<file path="src/rtl/comb_unpack_if.sv">
// Packed-operand link on the input side and the operand beat link on the output side.
// The master modport is the side that sends packed words and takes operand beats.
interface comb_unpack_if #(
    parameter int DW = 32
);
    logic            in_valid;
    logic            in_ready;
    logic [2*DW-1:0] in_comb;
    logic [DW:0]     in_res;
    logic            out_valid;
    logic            out_ready;
    logic [DW-1:0]   out_op;
    logic            out_last;
    logic            out_err;

    modport master (
        output in_valid, in_comb, in_res, out_ready,
        input  in_ready, out_valid, out_op, out_last, out_err
    );

    modport slave (
        input  in_valid, in_comb, in_res, out_ready,
        output in_ready, out_valid, out_op, out_last, out_err
    );
endinterface

</file>
<file path="src/rtl/comb_unpack.sv">
// Splits a packed {op1, op2} word into two operand beats, op1 first, and checks the carried sum.
// Keeps saturating counters of emitted packets and of packets whose sum mismatched.
module comb_unpack #(
    parameter int DW        = 32,
    parameter int CHECK_SUM = 1,
    parameter int CNT_W     = 16
) (
    input  logic             clk,
    input  logic             rst,
    comb_unpack_if.slave     bus,
    output logic [CNT_W-1:0] pkt_cnt,
    output logic [CNT_W-1:0] err_cnt
);
    // state  | meaning
    // S_IDLE | no packet held, ready for a packed word
    // S_HI   | presenting op1 beat
    // S_LO   | presenting op2 beat (last); may accept the next word on the same edge
    typedef enum logic [1:0] {
        S_IDLE = 2'd0,
        S_HI   = 2'd1,
        S_LO   = 2'd2
    } state_t;

    state_t           state_q, state_d;
    logic [DW-1:0]    hi_q, hi_d;
    logic [DW-1:0]    lo_q, lo_d;
    logic             mis_q, mis_d;
    logic [CNT_W-1:0] pkt_cnt_q, pkt_cnt_d;
    logic [CNT_W-1:0] err_cnt_q, err_cnt_d;

    logic [DW-1:0]    hi_in;
    logic [DW-1:0]    lo_in;
    logic [DW:0]      sum_in;
    logic             mis_in;
    logic             capture;
    logic             in_ready_c;
    logic             out_valid_c;
    logic [DW-1:0]    out_op_c;
    logic             out_last_c;
    logic             out_err_c;

    assign hi_in  = bus.in_comb[2*DW-1:DW];
    assign lo_in  = bus.in_comb[DW-1:0];
    // Full DW+1 bit sum so a dropped carry in the sender is caught.
    assign sum_in = {1'b0, hi_in} + {1'b0, lo_in};
    assign mis_in = (CHECK_SUM != 0) && (sum_in != bus.in_res);

    always_comb begin
        state_d     = state_q;
        hi_d        = hi_q;
        lo_d        = lo_q;
        mis_d       = mis_q;
        pkt_cnt_d   = pkt_cnt_q;
        err_cnt_d   = err_cnt_q;
        capture     = 1'b0;
        in_ready_c  = 1'b0;
        out_valid_c = 1'b0;
        out_op_c    = '0;
        out_last_c  = 1'b0;
        out_err_c   = 1'b0;

        case (state_q)
            S_IDLE: begin
                in_ready_c = 1'b1;
                if (bus.in_valid) begin
                    capture = 1'b1;
                    state_d = S_HI;
                end
            end
            S_HI: begin
                out_valid_c = 1'b1;
                out_op_c    = hi_q;
                if (bus.out_ready) begin
                    state_d = S_LO;
                end
            end
            S_LO: begin
                out_valid_c = 1'b1;
                out_op_c    = lo_q;
                out_last_c  = 1'b1;
                out_err_c   = mis_q;
                in_ready_c  = bus.out_ready;
                if (bus.out_ready) begin
                    if (pkt_cnt_q != '1) begin
                        pkt_cnt_d = pkt_cnt_q + CNT_W'(1);
                    end
                    if (mis_q && (err_cnt_q != '1)) begin
                        err_cnt_d = err_cnt_q + CNT_W'(1);
                    end
                    if (bus.in_valid) begin
                        capture = 1'b1;
                        state_d = S_HI;
                    end else begin
                        state_d = S_IDLE;
                    end
                end
            end
            default: state_d = S_IDLE;
        endcase

        if (capture) begin
            hi_d  = hi_in;
            lo_d  = lo_in;
            mis_d = mis_in;
        end
    end

    always_ff @(posedge clk) begin
        if (!rst) begin
            state_q   <= S_IDLE;
            hi_q      <= '0;
            lo_q      <= '0;
            mis_q     <= 1'b0;
            pkt_cnt_q <= '0;
            err_cnt_q <= '0;
        end else begin
            state_q   <= state_d;
            hi_q      <= hi_d;
            lo_q      <= lo_d;
            mis_q     <= mis_d;
            pkt_cnt_q <= pkt_cnt_d;
            err_cnt_q <= err_cnt_d;
        end
    end

    // Handshake outputs are held quiet for the whole time reset is asserted.
    assign bus.in_ready  = rst & in_ready_c;
    assign bus.out_valid = rst & out_valid_c;
    assign bus.out_op    = rst ? out_op_c : '0;
    assign bus.out_last  = rst & out_last_c;
    assign bus.out_err   = rst & out_err_c;

    assign pkt_cnt = pkt_cnt_q;
    assign err_cnt = err_cnt_q;
endmodule

</file>
<file path="src/flat_wrapper.sv">
// flat-port wrapper written by rule: the top's interface ports become plain ports
module comb_unpack_flat 
#(
    parameter int DW        = 32,
    parameter int CHECK_SUM = 1,
    parameter int CNT_W     = 16
)
  (clk, rst, pkt_cnt, err_cnt, bus_in_valid, bus_in_comb, bus_in_res, bus_out_ready, bus_in_ready, bus_out_valid, bus_out_op, bus_out_last, bus_out_err);
  comb_unpack_if #(.DW(DW)) bus_i ();
  input  logic clk;
  input  logic rst;
  output logic [CNT_W-1:0] pkt_cnt;
  output logic [CNT_W-1:0] err_cnt;
  input wire logic [$bits(bus_i.in_valid)-1:0] bus_in_valid;
  input wire logic [$bits(bus_i.in_comb)-1:0] bus_in_comb;
  input wire logic [$bits(bus_i.in_res)-1:0] bus_in_res;
  input wire logic [$bits(bus_i.out_ready)-1:0] bus_out_ready;
  output wire logic [$bits(bus_i.in_ready)-1:0] bus_in_ready;
  output wire logic [$bits(bus_i.out_valid)-1:0] bus_out_valid;
  output wire logic [$bits(bus_i.out_op)-1:0] bus_out_op;
  output wire logic [$bits(bus_i.out_last)-1:0] bus_out_last;
  output wire logic [$bits(bus_i.out_err)-1:0] bus_out_err;
  assign bus_i.in_valid = bus_in_valid;
  assign bus_i.in_comb = bus_in_comb;
  assign bus_i.in_res = bus_in_res;
  assign bus_i.out_ready = bus_out_ready;
  assign bus_in_ready = bus_i.in_ready;
  assign bus_out_valid = bus_i.out_valid;
  assign bus_out_op = bus_i.out_op;
  assign bus_out_last = bus_i.out_last;
  assign bus_out_err = bus_i.out_err;
  comb_unpack #(.DW(DW), .CHECK_SUM(CHECK_SUM), .CNT_W(CNT_W)) u_core (.clk(clk), .rst(rst), .bus(bus_i), .pkt_cnt(pkt_cnt), .err_cnt(err_cnt));
endmodule
</file>
<file path="config.mk">
export PLATFORM = sky130hd
export DESIGN_NAME = comb_unpack_flat
export DESIGN_NICKNAME = d
export VERILOG_FILES = /design/src/rtl/comb_unpack_if.sv /design/src/rtl/comb_unpack.sv /design/src/flat_wrapper.sv
export SDC_FILE = /design/constraint.sdc
export NUM_CORES = 1
export LEC_CHECK = 0
export CAP_MARGIN = 10
export CORE_MARGIN = 2
export CORE_UTILIZATION = 52
export CTS_BUF_LIST = sky130_fd_sc_hd__clkbuf_4 sky130_fd_sc_hd__clkbuf_8
export CTS_CLUSTER_SIZE = 16
export DETAILED_ROUTE_END_ITERATION = 6
export PLACE_DENSITY = 0.85
export SETUP_SLACK_MARGIN = 0.1
export SLEW_MARGIN = 40
export SYNTH_ARGS = -nofsm -noshare
export SYNTH_HDL_FRONTEND = slang
export SYNTH_SLANG_ARGS = --single-unit
export TNS_END_PERCENT = 5
</file>
<file path="constraint.sdc">
create_clock -name clk -period 3.8 [get_ports clk]
set_input_delay 0.76 -clock clk [delete_from_list [all_inputs] [get_ports clk]]
set_output_delay 0.76 -clock clk [all_outputs]
set_load 0.02 [all_outputs]
</file>
==> reports/results.txt, run 1 <==
The run finished with clean final reports. The actual slew at the worst max-slew pin was 808 ps; the first-pass GRT wire length was 34,600 um. Data arrives at the worst endpoint at 3920 ps. The final setup violation count is 0, and the layout overhead on the synthesized area is 36.0%. The top flip-flop cell by instance count after synthesis was sky130_fd_sc_hd__dfxtp_1. Share of the clock period used by the worst path after layout: 95.3%.

TritonCTS built the clock tree. The cell area that synthesis handed to floorplanning was 0.00681 mm^2. After floorplanning, the core was divided into 41 placement rows.

The final worst slack came out at 177 ps. Total DRC errors in the routed layout: 0. The worst register-to-register path begins at u_core.state_q[0]. The HPWL after detailed placement is 16,600 um. The detail-routed net length per standard cell was 17.0 um. The global-route usage over all layers is 30.3%, and the number of ports placed on the die boundary is 169. In this run the mean area of a mapped cell was 7.66 um^2. The detailed router finished its first iteration with 571 violations.

After detailed routing, the number of vias per cell comes to 5.74. The tightest slew margin relative to the limit is 46.0%, and the via count of the first global-routing pass is 6,993. The worst setup path category is primary input to register.

For the final-report max-slew violation count, the log shows 0. Max-cap violations in this run came to 0. The layout has 1,020 filler cells. The shortest period the worst path allows was 3620 ps; the number of synthesized register bits was 99. Input and output buffers added on the ports amount to 168. Number of distinct library cells after synthesis: 66. The capturing instance or port of the critical path was u_core.mis_q. The number of nets handed over by synthesis was 1,030.

The fraction of synthesis flops using an asynchronous set or reset pin is 0%. The maximum fanout along the worst path was 3. Setup repair after global routing left no endpoint under its margin. Hold is met by 467 ps. The count of nets left with antenna violations once routing finished came out at 0. The finished layout holds 1,259 standard cells, fillers aside.

Startpoint kind of the worst setup timing path: a primary input. sky130_fd_sc_hd__dfxtp_1 takes more of the synthesized area than any other cell. After routing the design area is 0.00927 mm^2. The tree is rooted in a sky130_fd_sc_hd__clkbuf_8.

In this run the power density over the cells is 373 mW/mm^2. The maximum count of clock buffers along a single path is 2. Clock-pin slew was measured on the worst setup and hold paths at 110 ps. The later pin in the worst-skew pair is clocked with a latency of 390 ps. In this run the static leakage power is 3.47 nW. After detailed placement, the design holds a cell count of 1,242. The floorplan die height works out to 118 um. Type of the most critical hold path: register to register. The final weighted congestion of routability-driven global placement was 0.974. From left edge to right edge, the die measures 118 um. The tools report the endpoint kind of the worst setup timing path as a register. Yosys printed 0 warnings.

The tools report the first element of the critical path as bus_in_comb[0]. The number of cells on the worst reg-to-reg path is 12. Capturing point of the worst reg2reg path: u_core.mis_q. The sequential-to-total area share from yosys stat is 29.1%, and the total clock buffers created by CTS is 9. The maximum VDD drop is 0.234 mV. The area share of the leading cell type in the synthesized netlist came out at 29.1%. In the final layout, the share of cells above drive strength 1 is 9.84%. Among all cell types in the netlist, the one instantiated most often is sky130_fd_sc_hd__nand2_1.

Synthesis handed over a netlist of 889 instances. For the data required time of the worst path, the log shows 4100 ps. The placed instances occupy a cell area of 0.00901 mm^2. After floorplanning, the core was sized to cover 0.0127 mm^2. 0 antenna diodes ended up in the layout. Summed over all layers, the routed wires come to 21,400 um. For the number of nets in the layout, the log shows 1,223. The clock net in this run drives a total of 99 sinks.

By area the synthesized netlist is led by sky130_fd_sc_hd__dfxtp_1 (29%), sky130_fd_sc_hd__nand2_1 (10%), sky130_fd_sc_hd__a21boi_0 (7.8%). The maximum number of pins on one net before global-route repair was 70. The run gives 0.276 GHz as the maximum clock frequency. For this design, the CTS-stage hold fixing added 0 buffers. Detailed routing inserted a total of 7,228 vias. The first detailed-routing pass ran for 5 iterations. The die covers 0.0140 mm^2. Across the routed clock network, the largest skew measured is 11.0 ps. Timing analysis after detailed placement gives a worst setup slack of -365 ps. For flop-to-flop paths, the worst setup slack is 890 ps.

Summed over all layers, the global routing overflow is 0. The number of antenna violations at the first check in global routing is 0, and the count of flip-flops with a built-in enable after synthesis is 0. The number of levels in the clock H-tree is 3, and the initial core utilization is 53.6%. The commonest cells after synthesis are sky130_fd_sc_hd__nand2_1 (186), sky130_fd_sc_hd__dfxtp_1 (99), sky130_fd_sc_hd__a21boi_0 (71), sky130_fd_sc_hd__nor2_1 (62), sky130_fd_sc_hd__xnor2_1 (51). The final hold violation count is 0, and the number of cells on the worst hold path is 2.
[worst max-delay path, stage by stage]
cell,delay [ps]
sky130_fd_sc_hd__clkdlybuf4s50_1,450
sky130_fd_sc_hd__ha_2,220
sky130_fd_sc_hd__fa_2,350
sky130_fd_sc_hd__a21o_1,200
sky130_fd_sc_hd__a221o_2,420
sky130_fd_sc_hd__buf_4,160
sky130_fd_sc_hd__a31oi_1,210
sky130_fd_sc_hd__xnor2_1,160
sky130_fd_sc_hd__nand4_1,120
sky130_fd_sc_hd__or4_4,560
sky130_fd_sc_hd__nor4_2,250
sky130_fd_sc_hd__nor2_1,60
[layout by cell type, fill, tap and decap left out, types with 14 or more instances in the layout]
cell                              instances
sky130_fd_sc_hd__a21o_1                  14
sky130_fd_sc_hd__nand4_1                 17
sky130_fd_sc_hd__nand2_1                186
sky130_fd_sc_hd__buf_4                   60
sky130_fd_sc_hd__dfxtp_1                 99
sky130_fd_sc_hd__nand3_1                 21
sky130_fd_sc_hd__a21oi_1                 35
sky130_fd_sc_hd__a21boi_0                71
sky130_fd_sc_hd__o21ai_0                 28
sky130_fd_sc_hd__ha_1                    38
sky130_fd_sc_hd__xnor2_1                 51
sky130_fd_sc_hd__and2_1                  27
sky130_fd_sc_hd__nor2_1                  62
sky130_fd_sc_hd__a22oi_1                 33
sky130_fd_sc_hd__clkdlybuf4s50_1        167
sky130_fd_sc_hd__xor2_1                  16
[cell families after synthesis]
| family | synth area share [%] |
|---|---|
| adder cells (fa/ha/maj) | 7.46 |
| AO/OA/AOI/OAI | 25.5 |
| buffers and inverters | 3.51 |
| XOR/XNOR | 8.61 |
| multiplexers | 1.05 |
| AND/OR/NAND/NOR | 24.8 |
| flip-flops | 29.1 |
[worst min-delay path by stage]
stage / start / endpoint / slack, ps
global route: u_core.hi_q[18] / u_core.hi_q[18] / 490
floorplan: u_core.lo_q[7] / u_core.lo_q[7] / 440
detailed placement: u_core.lo_q[29] / u_core.lo_q[29] / 460
finish: u_core.hi_q[11] / u_core.hi_q[11] / 470
CTS: u_core.hi_q[17] / u_core.hi_q[17] / 470
global placement: u_core.lo_q[25] / u_core.lo_q[25] / 450
[what timing repair did]
action	in CTS	in global routing
gates resized for setup	2	5
pin swaps	1	3
setup buffers	1	0
endpoints found under the setup margin	1	1
[sequential cells by signal, summed over array words and instances (netlist names)]
register        flops
u_core.hi_q        32
u_core.lo_q        32
u_core.err_cnt     16
u_core.pkt_cnt     16
u_core.state_q      2
u_core.mis_q        1
[cell type report]
type	instances	area [um^2]	share of cell area, %
multi-input combinational	729	4630	50.0
timing repair buffer	230	2170	23.4
sequential	99	1980	21.4
tap	172	215	2.32
clock buffer	9	124	1.34
clock inverter	7	95.1	1.03
inverter	13	48.8	0.527
[where the power goes]
group	total, mW	internal [mW]	switching (mW)
combinational	1.46	0.594	0.866
clock	0.756	0.323	0.432
sequential	1.24	1.17	0.0730
[per-stage QoR]
step                      power [mW]  TNS (ps)  utilization [%]
after detailed placement        2.69      -365             70.8
after floorplan                 2.13         0                -
after CTS                       3.44         0             72.7
final                           3.45         0             72.8
after global placement          2.65      -260             70.8
after global routing            3.65         0             72.8
[metal layers]
| layer | up-vias | wire, um | part of all wire (%) | track usage, % |
|---|---|---|---|---|
| li1 | 3519 | - | - | - |
| met1 | 3410 | 9460 | 44 | 39.4 |
| met2 | 269 | 10300 | 48 | 51.6 |
| met3 | 30 | 1310 | 6.1 | 4.49 |
| met4 | 0 | 369 | 1.7 | 9.52 |
| met5 | - | 0 | 0 | 0 |
Power figures use the tool's default switching activity.
==> run 2, diff against run 1 <==
CORE_ASPECT_RATIO = 1.2   (was default)
SKIP_CTS_REPAIR_TIMING = 1   (was default)
==> run 2 against run 1 <==
Net effect: total power rose by 2.4%; sequential power hardly changed; clock skew fell by 4.1 ps; critical path depth rose by 1; die area barely moved; register-to-register slack improved by 130 ps; sequential cell count stayed put; critical path type unchanged; critical endpoint unchanged; highest routed layer unchanged.
==> reports/results.txt, run 2 (same netlist as run 1, synthesis figures left out) <==
The data required time of the worst path came out at 4060 ps (-40 ps). The clock latency on the worst-skew pair came out at 370 ps (-20 ps). The number of standard-cell rows in the floorplan is 45 (+9.8%), and the via count of the first global-routing pass is 7,022 (+0.41%). The maximum count of clock buffers along a single path was 2 (unchanged); the maximum number of pins on one net before global-route repair was 66 (-5.7%). The width of the chip came out at 109 um (-8.4%). The highest cell delay on the worst timing path is 540 ps (-20 ps), and the ratio of routed vias to standard cells is 5.67 (-1.2%). The most common cell after layout, fill and taps aside is sky130_fd_sc_hd__nand2_1. Actual slew at the worst max-slew pin: 625 ps (-183 ps). For this design, the slowest cell found on the critical path is sky130_fd_sc_hd__or4_1. Total vias in the final route: 7,382 (+2.1%). The sink count of the clock tree is 99 (unchanged), and the number of max-cap violations is 0 (unchanged). The tools report the number of nets in the layout as 1,273 (+4.1%). The tools report the number of nets with antenna violations after routing as 0 (unchanged). The share of the clock period used by the worst path after layout works out to 95.8% (+0.48 points). After global routing, the most crowded layer is met2. From synthesis to final layout, the design area changed by 41.8%.

The number of diodes added for antenna fixing was 0 (unchanged); the number of ports placed on the die boundary was 169 (unchanged). Post-route cell area: 0.00966 mm^2 (+4.3%). Maximum VDD drop: 0.257 mV (+9.7%).

The run gives 18,000 um (+8.8%) as the estimated wirelength of the detail-placed design. The type of the most critical hold path is register to register. The detail-routed net length per standard cell was 17.6 um (+3.4%).

The shortest period the worst path allows came out at 3640 ps (+18.1 ps). The endpoint kind of the worst setup timing path was a register. The clock tree root driver cell is sky130_fd_sc_hd__clkbuf_8. The tightest slew margin relative to the limit was 58.3% (+12 points). The global-route met1 utilization is 40.8% (+1.4 points). The run gives 1.05 (+7.3%) as the final weighted congestion of routability-driven global placement. Setup repair after global routing left no endpoint under its margin.

The logs give 3.54 mW (+2.4%) for the total power after layout and 21.8% (about the same) for the clock network power share. The worst setup path is launched from a primary input. The final setup violation count is 0 (unchanged), and the cell internal power dissipation is 2.22 mW (+6.7%). The tools report the die area as 0.0140 mm^2 (about the same). The logs give 539 (-5.6%) for the initial DRC count and 0 (unchanged) for the final hold violation count.

The logs give 56.7% (+5.1 points) for the met2 track utilization from global routing and 0.00934 mm^2 (+3.7%) for the placement-stage cell area. Traced cell by cell, the critical path runs through clkdlybuf4s50_1, buf_4, ha_1, a211oi_1, buf_4, o211ai_1, a21o_1, a211oi_1, o21ai_1, nor3b_1, or4_1, nor4_2, nor2_1. The first-pass GRT wire length was 35,500 um (+2.6%); the fraction of final layout cells sized beyond drive strength 1 was 14.0% (+4.1 points). Initial core utilization: 53.5% (about the same). The tools report the number of iterations in the first detailed-routing pass as 6 (+1). The total DRC errors in the routed layout is 0 (unchanged). The floorplan die height was 129 um (+9.2%); the total clock buffers created by CTS was 9 (unchanged). In the final layout, the registers with the most flip-flops are u_core.hi_q x32, u_core.lo_q x32. The switching power as a share of total power is 37.1% (-2.6 points). For the number of antenna violations at the first check in global routing, the log shows 0 (unchanged).

The signal arrival time at the worst endpoint is 3900 ps (-20 ps). The part of the total power dissipated in sequential elements is 35.1% (-0.8 points). The tools report the number of levels in the clock H-tree as 3 (unchanged). The maximum clock frequency was 0.275 GHz (-0.50%). The leakage power came out at 3.75 nW (+8.2%).

The run gives 6.90 ps (-4.12 ps) as the clock skew. The tools report the floorplan core area as 0.0127 mm^2 (about the same). The clock transition at the registers of the reported paths was 90 ps (-20 ps). The total length of routed wires is 22,900 um (+6.8%), and the post-route core utilization is 75.9% (+3.1 points). For the overall overflow remaining after global route, the log shows 0 (unchanged).

The run finished with clean final reports. The final-report max-slew violation count is 0 (unchanged). Total of buffers placed on input and output ports: 168 (unchanged). TritonCTS built the clock tree. The worst setup path category was primary input to register.

The run gives 32.4% (+2.1 points) as the global-route usage over all layers. Met3 track demand over resource in global routing: 3.17% (-1.3 points). The power per standard cell area came out at 366 mW/mm^2 (-1.9%). For the part of the power in combinational logic, the log shows 43.2% (+0.9 points). Leaving out fill and tap cells, the most frequent cells in the layout are sky130_fd_sc_hd__nand2_1 (186), sky130_fd_sc_hd__clkdlybuf4s50_1 (165), sky130_fd_sc_hd__buf_4 (110). The maximum fanout along the worst path was 4 (+1). The tools report the total of fill cells in the finished design as 981 (-3.8%). Switching power: 1.31 mW (-4.2%).
-- run 2: layout make-up --
type	count	area, um^2	share of cell area [%]
clock inverter	4	72.6	0.751
clock buffer	12	159	1.64
inverter	13	48.8	0.505
multi-input combinational	729	4650	48.1
timing repair buffer	280	2550	26.4
sequential	99	1980	20.5
tap	164	205	2.12
-- run 2: worst max-delay path: cells and delay by family --
| kind | cells | cell delay [ps] |
|---|---|---|
| and+or+nand+nor | 4 | 1040 |
| AOI/OAI and AO/OA | 5 | 1000 |
| buffers and inverters | 3 | 790 |
| adders and majority gates | 1 | 300 |
-- run 2: path summary, 6_finish.rpt --
kind | slack, ps | to | startpoint | depth (start not counted)
max | 160 | u_core.mis_q | bus_in_comb[1] | 13
min | 470 | u_core.hi_q[11] | u_core.hi_q[11] | 2
max reg2reg | 1020 | u_core.err_cnt[13] | u_core.state_q[0] | 10
min reg2reg | 470 | u_core.hi_q[11] | u_core.hi_q[11] | 2
-- run 2: through the flow --
step                cells  worst slack, ps  hold slack, ps  setup TNS (ps)
floorplan             889              320             443               0
CTS                  1296            -2.30             468           -2.30
finish               1301              159             465               0
global placement     1280             -302             448            -302
global route         1301             3.79             482               0
detailed placement   1280             -384             456            -384
-- run 2: routing by layer --
metal  wire length, um  vias to the layer above
met1              9540                     3410
met4               838                        0
met2             11300                      293
met5                 0                        -
met3              1170                       51
li1                  -                     3628
-- run 2: power groups by stage --
stage / registers (mW) / clock network (mW) / logic, mW
floorplan: 1.24 / 0 / 0.887
global placement: 1.25 / 0 / 1.45
detailed placement: 1.26 / 0 / 1.47
CTS: 1.24 / 0.771 / 1.49
global route: 1.25 / 0.814 / 1.66
finish: 1.24 / 0.770 / 1.53
==> run 3, diff against run 2 <==
CTS_BUF_LIST = sky130_fd_sc_hd__clkbuf_8   (was sky130_fd_sc_hd__clkbuf_4 sky130_fd_sc_hd__clkbuf_8)
clock period = 3.5 ns   (was 3.8 ns; I/O delays follow)
==> run 3 against run 2 <==
Net effect: via count grew 6.0%; core utilization grew 5.5 points; register-to-register slack got worse by 410 ps; critical endpoint unchanged.
==> reports/results.txt, run 3 (same netlist as run 1, synthesis figures left out) <==
The final worst slack came out at 155 ps (-4.17 ps). The die area came out at 0.0140 mm^2 (unchanged). The total clock buffers created by CTS was 9 (unchanged); the number of max-cap violations was 0 (unchanged). The sink count of the clock tree came out at 99 (unchanged).

The most common cell after layout, fill and taps aside is sky130_fd_sc_hd__nand2_1. The number of nets with antenna violations after routing came out at 0 (unchanged). The logs give 0 (unchanged) for the final-report max-slew violation count and 55.7% (-2.6 points) for the tightest slew margin relative to the limit. The tools report the capturing point of the worst reg2reg path as u_core.err_cnt[13]. For the final weighted congestion of routability-driven global placement, the log shows 0.966 (-7.6%).

The detail-routed net length per standard cell works out to 18.1 um (+2.8%). The total of buffers placed on input and output ports was 168 (unchanged). The startpoint identified for the worst hold timing path is u_core.lo_q[8].

TritonCTS built the clock tree. The run finished with clean final reports. The run gives 2 (unchanged) as the maximum count of clock buffers along a single path. The clock period could shrink to 3350 ps. The maximum fanout along the worst path works out to 5 (+1).

The cell depth of the worst flop-to-flop path was 10 (unchanged); the number of levels in the clock H-tree was 3 (unchanged). The clock transition at the registers of the reported paths is 90 ps (about the same), and the number of standard-cell rows in the floorplan is 45 (unchanged). Startpoint of the lowest-slack register-to-register path: u_core.state_q[0]. The tree is rooted in a sky130_fd_sc_hd__clkbuf_8.

In the layout the commonest cells are sky130_fd_sc_hd__nand2_1 (185), sky130_fd_sc_hd__buf_4 (165), sky130_fd_sc_hd__clkdlybuf4s50_1 (145). For the number of ports placed on the die boundary, the log shows 169 (unchanged). The via count of the first global-routing pass is 7,438 (+5.9%).

The cell repeated most along the worst path was sky130_fd_sc_hd__nor2_1. The logs give 65 (-1.5%) for the maximum number of pins on one net before global-route repair and 0.299 GHz for the maximum clock frequency. The worst setup path is launched from a primary input.

The highest cell delay on the worst timing path was 560 ps (+20 ps); the maximum VDD drop was 0.274 mV (+6.6%). The power per standard cell area is 381 mW/mm^2 (+4.1%), and the clock latency on the worst-skew pair is 370 ps (about the same). The largest registers in the layout are u_core.hi_q x32, u_core.lo_q x32. The data required time of the worst path came out at 3760 ps (-300 ps).

Number of cells on the worst hold path: 2 (unchanged). The final hold slack is 468 ps (+2.69 ps). Endpoint kind of the worst setup timing path: a register.

Clock skew: 5.34 ps (-1.56 ps). The number of antenna violations at the first check in global routing came out at 1 (+1). On the critical path the largest part of the delay comes from simple AND/OR/NAND/NOR gates. The total vias in the final route is 7,822 (+6.0%). The fraction of final layout cells sized beyond drive strength 1 came out at 20.7% (+6.7 points). The total power after layout is 3.95 mW (+12%).

The post-placement worst setup slack is -488 ps (-105 ps), and the signal arrival time at the worst endpoint is 3610 ps (-290 ps). Ratio of routed vias to standard cells: 5.77 (+1.7%). The run gives 1,356 (+4.2%) as the filler-free cell count of the finished design. The first-pass GRT wire length was 37,000 um (+4.3%); the initial core utilization was 53.5% (unchanged).

The floorplan core area is 0.0127 mm^2 (unchanged). The width of the chip was 109 um (unchanged). Library cell contributing the largest single delay on the critical path: sky130_fd_sc_hd__or4_4. The register-to-register path setup slack came out at 610 ps (-410 ps).

The logs give 1,327 (+4.2%) for the number of nets in the layout and 33.7% (+1.2 points) for the global-route usage over all layers. The instance count after placement with tap cells included is 1,333 (+4.1%), and the overall overflow remaining after global route is 0 (unchanged). The tools report the initial DRC count as 564 (+4.6%).

The worst setup path category is primary input to register. End of the worst hold path: u_core.lo_q[8]. The type of the most critical hold path is register to register.

The final setup violation count came out at 0 (unchanged). Relative to the synthesized area, the layout overhead comes to 52.1%. The run gives 0 (unchanged) as the final hold violation count.

In the finished design, the share of the clock period the worst path needs comes to 95.6%. The tools report the total length of routed wires as 24,500 um (+7.2%). The tools report the leakage power as 4.21 nW (+12%).

Actual slew at the worst max-slew pin: 663 ps (+37.8 ps). The number of iterations in the first detailed-routing pass was 5 (-1). The estimated wirelength of the detail-placed design is 18,800 um (+4.3%), and the total DRC errors in the routed layout is 0 (unchanged).

The floorplan die height came out at 129 um (unchanged). Walking the worst path, the cells encountered are clkdlybuf4s50_1, ha_2, buf_4, a211oi_1, nor2_1, nor2_1, o211ai_1, nor4_2, nand4_1, or4_4, nor4_4, nor2_1. Setup repair after global routing left no endpoint under its margin. The count of buffer and inverter cells on the critical path was 2 (-1); the summed negative setup slack over all endpoints was 0 ps (unchanged).
run 3: cell types whose count changed in the layout (fill, tap and decap cells not counted), sizes merged, moves of 2 or more:
cell,before,now
buf,113,167
clkbuf,12,9
clkdlybuf4s50,165,145
clkinv,1,3
dlymetal6s2s,2,22
run 3: metal layers:
layer	track usage [%]	share of wire (%)
met5	0	0
met4	11.6	2.7
met3	3.77	6.4
met2	59.2	50
met1	42.5	41
run 3: layout make-up:
cell class	instances	area [um^2]
well taps	164	205
diodes	1	2.50
clock buffers	9	124
multi-input cells	729	4910
inverters	13	48.8
repair buffers	334	2990
fillers	851	2360
flip-flops and latches	99	1980
clock inverters	7	93.8
run 3: worst max-delay path by stage:
| stage | start | endpoint | slack [ps] | cells past startpoint |
|---|---|---|---|---|
| 2_1_floorplan | bus_in_comb[0] | u_core.mis_q | 110 | 11 |
| 3_3_place_gp | bus_in_comb[0] | u_core.mis_q | -400 | 12 |
| 3_5_place_dp | bus_in_comb[0] | u_core.mis_q | -490 | 12 |
| 4_1_cts | bus_in_comb[0] | u_core.mis_q | -80 | 12 |
| 5_1_grt | bus_in_comb[45] | u_core.mis_q | 30 | 13 |
| 6_report | bus_in_comb[57] | u_core.mis_q | 150 | 12 |
run 3: through the flow:
stage	utilization (%)	cell area (um^2)
6_report	81.4	10400
3_5_place_dp	76.5	9740
2_1_floorplan	-	6820
3_3_place_gp	76.5	9740
5_1_grt	81.4	10400
4_1_cts	78.2	9960
run 3: report_power, final:
part | internal (mW) | total, mW | switching, mW
clock | 0.401 | 0.792 | 0.391
combinational | 0.788 | 1.81 | 1.02
sequential | 1.27 | 1.35 | 0.0827
total | 2.45 | 3.95 | 1.49
run 3: worst reg2reg max path, stage by stage, from the launching register on:
cell,delay (ps)
sky130_fd_sc_hd__dfxtp_1,370
sky130_fd_sc_hd__inv_1,100
sky130_fd_sc_hd__ha_1,180
sky130_fd_sc_hd__buf_4,410
sky130_fd_sc_hd__nand3_1,210
sky130_fd_sc_hd__a31oi_1,340
sky130_fd_sc_hd__nand4_1,270
sky130_fd_sc_hd__nor2_1,430
sky130_fd_sc_hd__nand3_1,160
sky130_fd_sc_hd__xnor2_1,160
sky130_fd_sc_hd__and2_1,170
